$ cat src/rtl/legv8_pkg.sv
// Shared LEGv8 definitions: instruction formats, immediate field widths,
// opcode constants and helpers for immediate range checking.
// Used by the encoder, the sign-extension unit and the decoder.
package legv8_pkg;

    // Instruction format selector; encodings 5..7 are undefined.
    typedef enum logic [2:0] {
        FMT_R  = 3'd0,
        FMT_I  = 3'd1,
        FMT_D  = 3'd2,
        FMT_CB = 3'd3,
        FMT_B  = 3'd4
    } fmt_t;

    // Immediate field widths inside the 32-bit instruction word
    localparam int D_IMM_W  = 9;
    localparam int CB_IMM_W = 19;
    localparam int B_IMM_W  = 26;
    localparam int I_IMM_W  = 12;
    localparam int SHAMT_W  = 6;

    // Widest immediate field; the range checker returns fields right-aligned in this width
    localparam int FIELD_W = B_IMM_W;

    // Opcodes, left-aligned in 11 bits (unused low bits are zero)
    localparam logic [10:0] OP_ADD  = 11'b10001011000;
    localparam logic [10:0] OP_SUB  = 11'b11001011000;
    localparam logic [10:0] OP_ADDI = 11'b10010001000;
    localparam logic [10:0] OP_SUBI = 11'b11010001000;
    localparam logic [10:0] OP_LDUR = 11'b11111000010;
    localparam logic [10:0] OP_STUR = 11'b11111000000;
    localparam logic [10:0] OP_CBZ  = 11'b10110100000;
    localparam logic [10:0] OP_CBNZ = 11'b10110101000;
    localparam logic [10:0] OP_B    = 11'b00010100000;

    // True when v equals the sign-extension of its low w bits
    function automatic logic sext_fits(input logic [63:0] v, input int w);
        logic ok;
        ok = 1'b1;
        for (int b = 0; b < 64; b++) begin
            if (b >= w - 1 && v[b] != v[63]) begin
                ok = 1'b0;
            end
        end
        return ok;
    endfunction

    // True when all bits of v at and above position w are zero
    function automatic logic zext_fits(input logic [63:0] v, input int w);
        logic ok;
        ok = 1'b1;
        for (int b = 0; b < 64; b++) begin
            if (b >= w && v[b]) begin
                ok = 1'b0;
            end
        end
        return ok;
    endfunction

endpackage

$ cat src/rtl/legv8_instr_encoder_imm_range_check.sv
// imm_range_check: combinational immediate range checker and truncator.
// Returns the immediate field bits (right-aligned) and an error flag.
// Optional macro BRANCH_BYTE_OFFSET_EN: CB/B immediates are byte offsets
// that must be word aligned and are packed as imm>>2.
module imm_range_check
    import legv8_pkg::*;
(
    input  logic [2:0]         fmt,
    input  logic [63:0]        imm,
    output logic [FIELD_W-1:0] field,
    output logic               err
);

    logic [63:0] br_imm;
    logic        br_misaligned;

`ifdef BRANCH_BYTE_OFFSET_EN
    assign br_imm        = {{2{imm[63]}}, imm[63:2]};
    assign br_misaligned = |imm[1:0];
`else
    assign br_imm        = imm;
    assign br_misaligned = 1'b0;
`endif

    // Select the field for the format and flag immediates that do not fit it
    always_comb begin
        field = '0;
        err   = 1'b0;
        case (fmt)
            FMT_R: begin
                field[SHAMT_W-1:0] = imm[SHAMT_W-1:0];
                err                = !zext_fits(imm, SHAMT_W);
            end
            FMT_I: begin
                field[I_IMM_W-1:0] = imm[I_IMM_W-1:0];
                err                = !zext_fits(imm, I_IMM_W);
            end
            FMT_D: begin
                field[D_IMM_W-1:0] = imm[D_IMM_W-1:0];
                err                = !sext_fits(imm, D_IMM_W);
            end
            FMT_CB: begin
                field[CB_IMM_W-1:0] = br_imm[CB_IMM_W-1:0];
                err                 = br_misaligned || !sext_fits(br_imm, CB_IMM_W);
            end
            FMT_B: begin
                field[B_IMM_W-1:0] = br_imm[B_IMM_W-1:0];
                err                = br_misaligned || !sext_fits(br_imm, B_IMM_W);
            end
            default: begin
                err = 1'b1;
            end
        endcase
    end

endmodule

$ cat src/rtl/legv8_instr_encoder.sv
// legv8_instr_encoder: packs decoded LEGv8 instructions into 32-bit words
// with sequential imem write addresses, behind a one-entry output register.
// Out-of-range immediates emit a zero word with out_err set; the address
// still advances so the imem layout stays deterministic.
// Optional macro BRANCH_BYTE_OFFSET_EN (handled in imm_range_check).
module legv8_instr_encoder
    import legv8_pkg::*;
#(
    parameter int ADDR_W = 6,
    parameter int DEPTH  = 64
) (
    input  logic              clk,
    input  logic              reset_n,
    input  logic              clear,
    input  logic              in_valid,
    output logic              in_ready,
    input  logic [2:0]        in_fmt,
    input  logic [10:0]       in_op,
    input  logic [4:0]        in_rd,
    input  logic [4:0]        in_rn,
    input  logic [4:0]        in_rm,
    input  logic [63:0]       in_imm,
    output logic              out_valid,
    input  logic              out_ready,
    output logic [31:0]       out_instr,
    output logic [ADDR_W-1:0] out_addr,
    output logic              out_err,
    output logic [7:0]        err_count
);

    logic [FIELD_W-1:0] field;
    logic               imm_err;
    logic [31:0]        packed_word;
    logic [ADDR_W-1:0]  addr_reg;
    logic               accept;
    logic               drain;

    imm_range_check u_imm_range_check (
        .fmt   (in_fmt),
        .imm   (in_imm),
        .field (field),
        .err   (imm_err)
    );

    assign in_ready = !out_valid || out_ready;
    assign accept   = in_valid && in_ready;
    assign drain    = out_valid && out_ready;

    // Place opcode, register and immediate fields at their format's bit positions
    always_comb begin
        packed_word = '0;
        case (in_fmt)
            FMT_R:  packed_word = {in_op[10:0], in_rm, field[SHAMT_W-1:0], in_rn, in_rd};
            FMT_I:  packed_word = {in_op[10:1], field[I_IMM_W-1:0], in_rn, in_rd};
            FMT_D:  packed_word = {in_op[10:0], field[D_IMM_W-1:0], 2'b00, in_rn, in_rd};
            FMT_CB: packed_word = {in_op[10:3], field[CB_IMM_W-1:0], in_rd};
            FMT_B:  packed_word = {in_op[10:5], field[B_IMM_W-1:0]};
            default: packed_word = '0;
        endcase
    end

    // imem write address counter: one step per accepted input, wraps at DEPTH-1
    always_ff @(posedge clk or negedge reset_n) begin
        if (!reset_n) begin
            addr_reg <= '0;
        end else if (clear) begin
            addr_reg <= '0;
        end else if (accept) begin
            if (addr_reg == ADDR_W'(DEPTH - 1)) begin
                addr_reg <= '0;
            end else begin
                addr_reg <= addr_reg + 1'b1;
            end
        end
    end

    // One-entry output register; refilled on accept, emptied on drain
    always_ff @(posedge clk or negedge reset_n) begin
        if (!reset_n) begin
            out_valid <= 1'b0;
            out_instr <= '0;
            out_addr  <= '0;
            out_err   <= 1'b0;
        end else if (clear) begin
            out_valid <= 1'b0;
            out_instr <= '0;
            out_addr  <= '0;
            out_err   <= 1'b0;
        end else if (accept) begin
            out_valid <= 1'b1;
            out_instr <= imm_err ? 32'h0 : packed_word;
            out_addr  <= addr_reg;
            out_err   <= imm_err;
        end else if (drain) begin
            out_valid <= 1'b0;
        end
    end

    // Saturating count of emitted words that carried an error
    always_ff @(posedge clk or negedge reset_n) begin
        if (!reset_n) begin
            err_count <= '0;
        end else if (clear) begin
            err_count <= '0;
        end else if (drain && out_err && err_count != 8'hFF) begin
            err_count <= err_count + 1'b1;
        end
    end

endmodule

$ cat config.mk
export PLATFORM = sky130hd
export DESIGN_NAME = legv8_instr_encoder
export DESIGN_NICKNAME = d
export VERILOG_FILES = /design/src/rtl/legv8_pkg.sv /design/src/rtl/legv8_instr_encoder_imm_range_check.sv /design/src/rtl/legv8_instr_encoder.sv
export SDC_FILE = /design/constraint.sdc
export NUM_CORES = 1
export LEC_CHECK = 0
export ABC_AREA = 1
export CELL_PAD_IN_SITES_DETAIL_PLACEMENT = 1
export CELL_PAD_IN_SITES_GLOBAL_PLACEMENT = 1
export CORE_MARGIN = 5
export CORE_UTILIZATION = 27
export DETAILED_ROUTE_END_ITERATION = 12
export PLACE_DENSITY = 0.85
export SYNTH_ARGS = -nofsm -noshare
export SYNTH_HDL_FRONTEND = slang
export SYNTH_HIERARCHICAL = 1
export SYNTH_SLANG_ARGS = --single-unit
$ cat constraint.sdc
create_clock -name clk -period 1.5 [get_ports clk]
set_clock_uncertainty 0.1 [all_clocks]
set_input_delay 0.15 -clock clk [delete_from_list [all_inputs] [get_ports clk]]
set_output_delay 0.15 -clock clk [all_outputs]
set_load 0.05 [all_outputs]
==> flow_metrics.tcl <==
set metrics [dict create \
    comb_power_share_pct 25.4 \
    worstHoldPathType "primary input to register" \
    numClockSinks 54 \
    share_seq_of_total_power_pct 38.4 \
    synth_flop_cell "dfrtp_1" \
    timing.slew.headroom_pct 72.1 \
    place.detailed.hpwl_um 12500 \
    globalRouteOverflowTotal 0 \
    finish.utilization_pct 49.1 \
    maxCapViolCount 0 \
    failed_checks "setup timing" \
    ys_ff_latch 54 \
    timing.critical_path.required_ps 1640 \
    timing.setup.critical_path_class "primary input to register" \
    dr_total_vias 4956 \
    synth_area_sq_mm 0.00387 \
    yosys_warnings 6 \
    grt_setup_unrepaired "true" \
    clk_path_buf_depth 2 \
    timing.critical_path.from_type "primary input" \
    area_delta_synth_final_pct 77.4 \
    grt_start_max_net_pins 55 \
    reg_top3 "out_instr (32), err_count (8)" \
    dieWidth_um 130 \
    dp_worst_setup_slack_ps -761 \
    final.min_clock_period_ps 1600 \
    max_slew_violation_total_from_the_final_report 0 \
    achievable-frequency_mhz 626 \
    tritoncts_clock_tree "built" \
    critical_path.most_common_cell "nand2_1" \
    syn-num-nets 727 \
    gp_congestion 0.847 \
    place.port_buffers 146 \
    synth.yosys.seq_area_share_pct 34.9 \
    whs_ps 207 \
    antenna_found_initial 0 \
    synth_most_common_cell "nand2_1" \
    synthesis.area_per_instance_sq_um 6.18 \
    critical_path_buf_inv_count 5 \
    regMostFlops "out_instr" \
    placement_row_count 43 \
    detail-route-antenna-nets 0 \
    grt.total_usage_pct 19.2 \
    fp.dieH_um 130 \
    h-tree-depth 2 \
    vdd_ir_drop_max_mv 0.502 \
    synth_enable_flop_cells 0 \
    vias_per_cell 4.79 \
    largest_register_ffs 32 \
    async_reset_ff_share_pct 100 \
    path_delay_family "simple AND/OR/NAND/NOR gates" \
    n_antenna_cell 0 \
    tightestPinTransition_ps 419 \
    core_box_area_sq_mm 0.0140 \
    grt_first_pass_wirelength_um 26100 \
    critical_path_arrival_ps 1740 \
    drt_wl_total_um 16500 \
    outcome "complete, but fails checks" \
    dr.first_iter.drc_count 226 \
    worst-path-max-fanout 6 \
    cts-buffers-inserted 5 \
    dpl-instance-area_sq_mm 0.00654 \
    synth_cells 627 \
    p_sw_share_pct 29.6 \
    drtPass1Iterations 4 \
    via_count_of_the_first_global_routing_pass 5246 \
    synth_commonest_cells "nand2_1, nor2_1, inv_1" \
    clk_pin_slew_worst_paths_ps 80 \
    synth.distinct_cells 29 \
    layout-drive-gt1-share_pct 33.8 \
    setup_viol 21 \
    layout.cell_area.non_filler_sq_mm 0.00687 \
    crit_slowest_cell "a21oi_2" \
    leakagePower_nw 3.52 \
    power.internal_mw 2.72 \
    fin_crit_sh_pct 106 \
    p_clk_share_pct 36.2 \
    post_synth_main_area_contributors "dfrtp_1, nand2_1, nor2_1, nand3_1, inv_1" \
    worst_path_largest_cell_delay_ps 180 \
    routed_wire_length_per_instance_um 15.9 \
    io-pin-count 147 \
    ff2ff_setup_slack_ps 40 \
    power_density_mw_per_mm2 562 \
    timing.final.hold_violations 0 \
    drt_drc_violations_left 0 \
    clock_latency_of_the_later_clocked_register_in_the_worst_skew_pair_ps 300 \
    p_sw_mw 1.14 \
    design.final.nets 953 \
    synth_top_area_cell "dfrtp_1" \
    clock_tree.root_cell "clkbuf_16" \
    crit_path_end_kind "register" \
    crit_path_cell_trace "buf_8, buf_6, inv_2, nor3_2, nand2_1, o21ai_2, nand2_1, a21oi_2, nand3_4, nor3_4, buf_6, buf_12, nand2_1, nand2_1" \
    initial_core_util_pct 27.7 \
    die_area_sq_mm 0.0168 \
    finalWorstSetupSlack_ps -97.5 \
    synth_largest_type_area_fraction_pct 34.9 \
]
-- final timing paths --
| check | from | end | cells past startpoint |
|---|---|---|---|
| worst max-delay path | in_imm[63] | out_instr[29]$_DFFE_PN0P_ | 14 |
| worst min-delay path | in_imm[24] | out_instr[24]$_DFFE_PN0P_ | 7 |
| worst max register to register | out_valid$_DFFE_PN0P_ | out_instr[29]$_DFFE_PN0P_ | 7 |
| worst min register to register | out_addr[0]$_DFFE_PN0P_ | out_addr[0]$_DFFE_PN0P_ | 2 |
| max in group asynchronous | reset_n | err_count[6]$_DFFE_PN0P_ | 3 |
| min in group asynchronous | reset_n | out_instr[10]$_DFFE_PN0P_ | 3 |
-- cell type report --
cell class	count	area, sq um
fill	1780	7110
timing repair buffer	237	2430
multi-input combinational	474	2380
sequential	54	1360
inverter	81	304
tap	180	225
clock buffer	5	125
clock inverter	3	48.8
-- cells in the final DEF (no fill, tap or decap), types with 3 or more instances in the layout --
| cell type | n |
|---|---|
| nor2_2 | 19 |
| dfrtp_1 | 46 |
| inv_1 | 64 |
| clkbuf_2 | 21 |
| nand4_1 | 19 |
| nor2_1 | 70 |
| nand3_1 | 57 |
| a21oi_1 | 3 |
| buf_4 | 86 |
| dfrtp_2 | 8 |
| buf_12 | 46 |
| nand2_2 | 19 |
| buf_6 | 5 |
| o21ai_1 | 4 |
| nand2_4 | 7 |
| nor3_2 | 3 |
| a21oi_2 | 4 |
| clkdlybuf4s50_1 | 37 |
| o21ai_0 | 17 |
| clkbuf_16 | 5 |
| xor2_1 | 3 |
| dlygate4sd2_1 | 4 |
| o21ai_2 | 4 |
| clkdlybuf4s15_1 | 11 |
| nor2_4 | 7 |
| buf_2 | 22 |
| nand2_1 | 214 |
| inv_2 | 17 |
| nand3b_1 | 5 |
| nand3_4 | 3 |
| o211ai_1 | 5 |
-- cell families after synthesis --
family          after synthesis  share of synthesized area [%]
xor+xnor                      3                          0.678
compound gates               40                           6.14
flops                        54                           34.9
simple gates                429                           46.9
fa+ha+maj                     2                          0.646
buf+inv                      99                           10.7
-- stage by stage --
step	instances	total power [mW]	setup TNS (ps)
6_report	1034	3.86	-1390
5_1_grt	1034	4.06	-5050
4_1_cts	1033	3.87	-3950
3_5_place_dp	1012	2.47	-26170
3_3_place_gp	1012	2.45	-23750
2_1_floorplan	627	1.87	-800
-- power groups by stage --
stage          Sequential, mW  Clock, mW  Combinational (mW)
2_1_floorplan            1.55          0               0.321
3_3_place_gp             1.51          0               0.938
3_5_place_dp             1.51          0               0.959
4_1_cts                  1.48       1.43               0.959
5_1_grt                  1.49       1.50                1.07
6_report                 1.48       1.40               0.983
-- timing repair --
item / CTS / global route
buffers inserted: 9 / 2
resized for setup: 199 / 75
cloned: 3 / 0
pin swaps: 82 / 60
setup endpoints to repair: 33 / 35
hold buffers: 1 / 0
hold endpoints to repair: 54 / 0
-- worst reg2reg max path, delay by kind of cell, from the launching register on --
| kind | cells | cell delay [ps] |
|---|---|---|
| and+or+nand+nor | 5 | 550 |
| DFF | 1 | 450 |
| buffers and inverters | 2 | 310 |
-- layer usage --
layer / global-route usage [%] / share of wire, % / vias up
li1: - / - / 2417
met1: 23.4 / 41 / 2393
met2: 36.0 / 53 / 123
met3: 2.46 / 3.7 / 23
met4: 4.52 / 1.9 / 0
met5: 0 / 0 / -
Power figures use the tool's default switching activity.
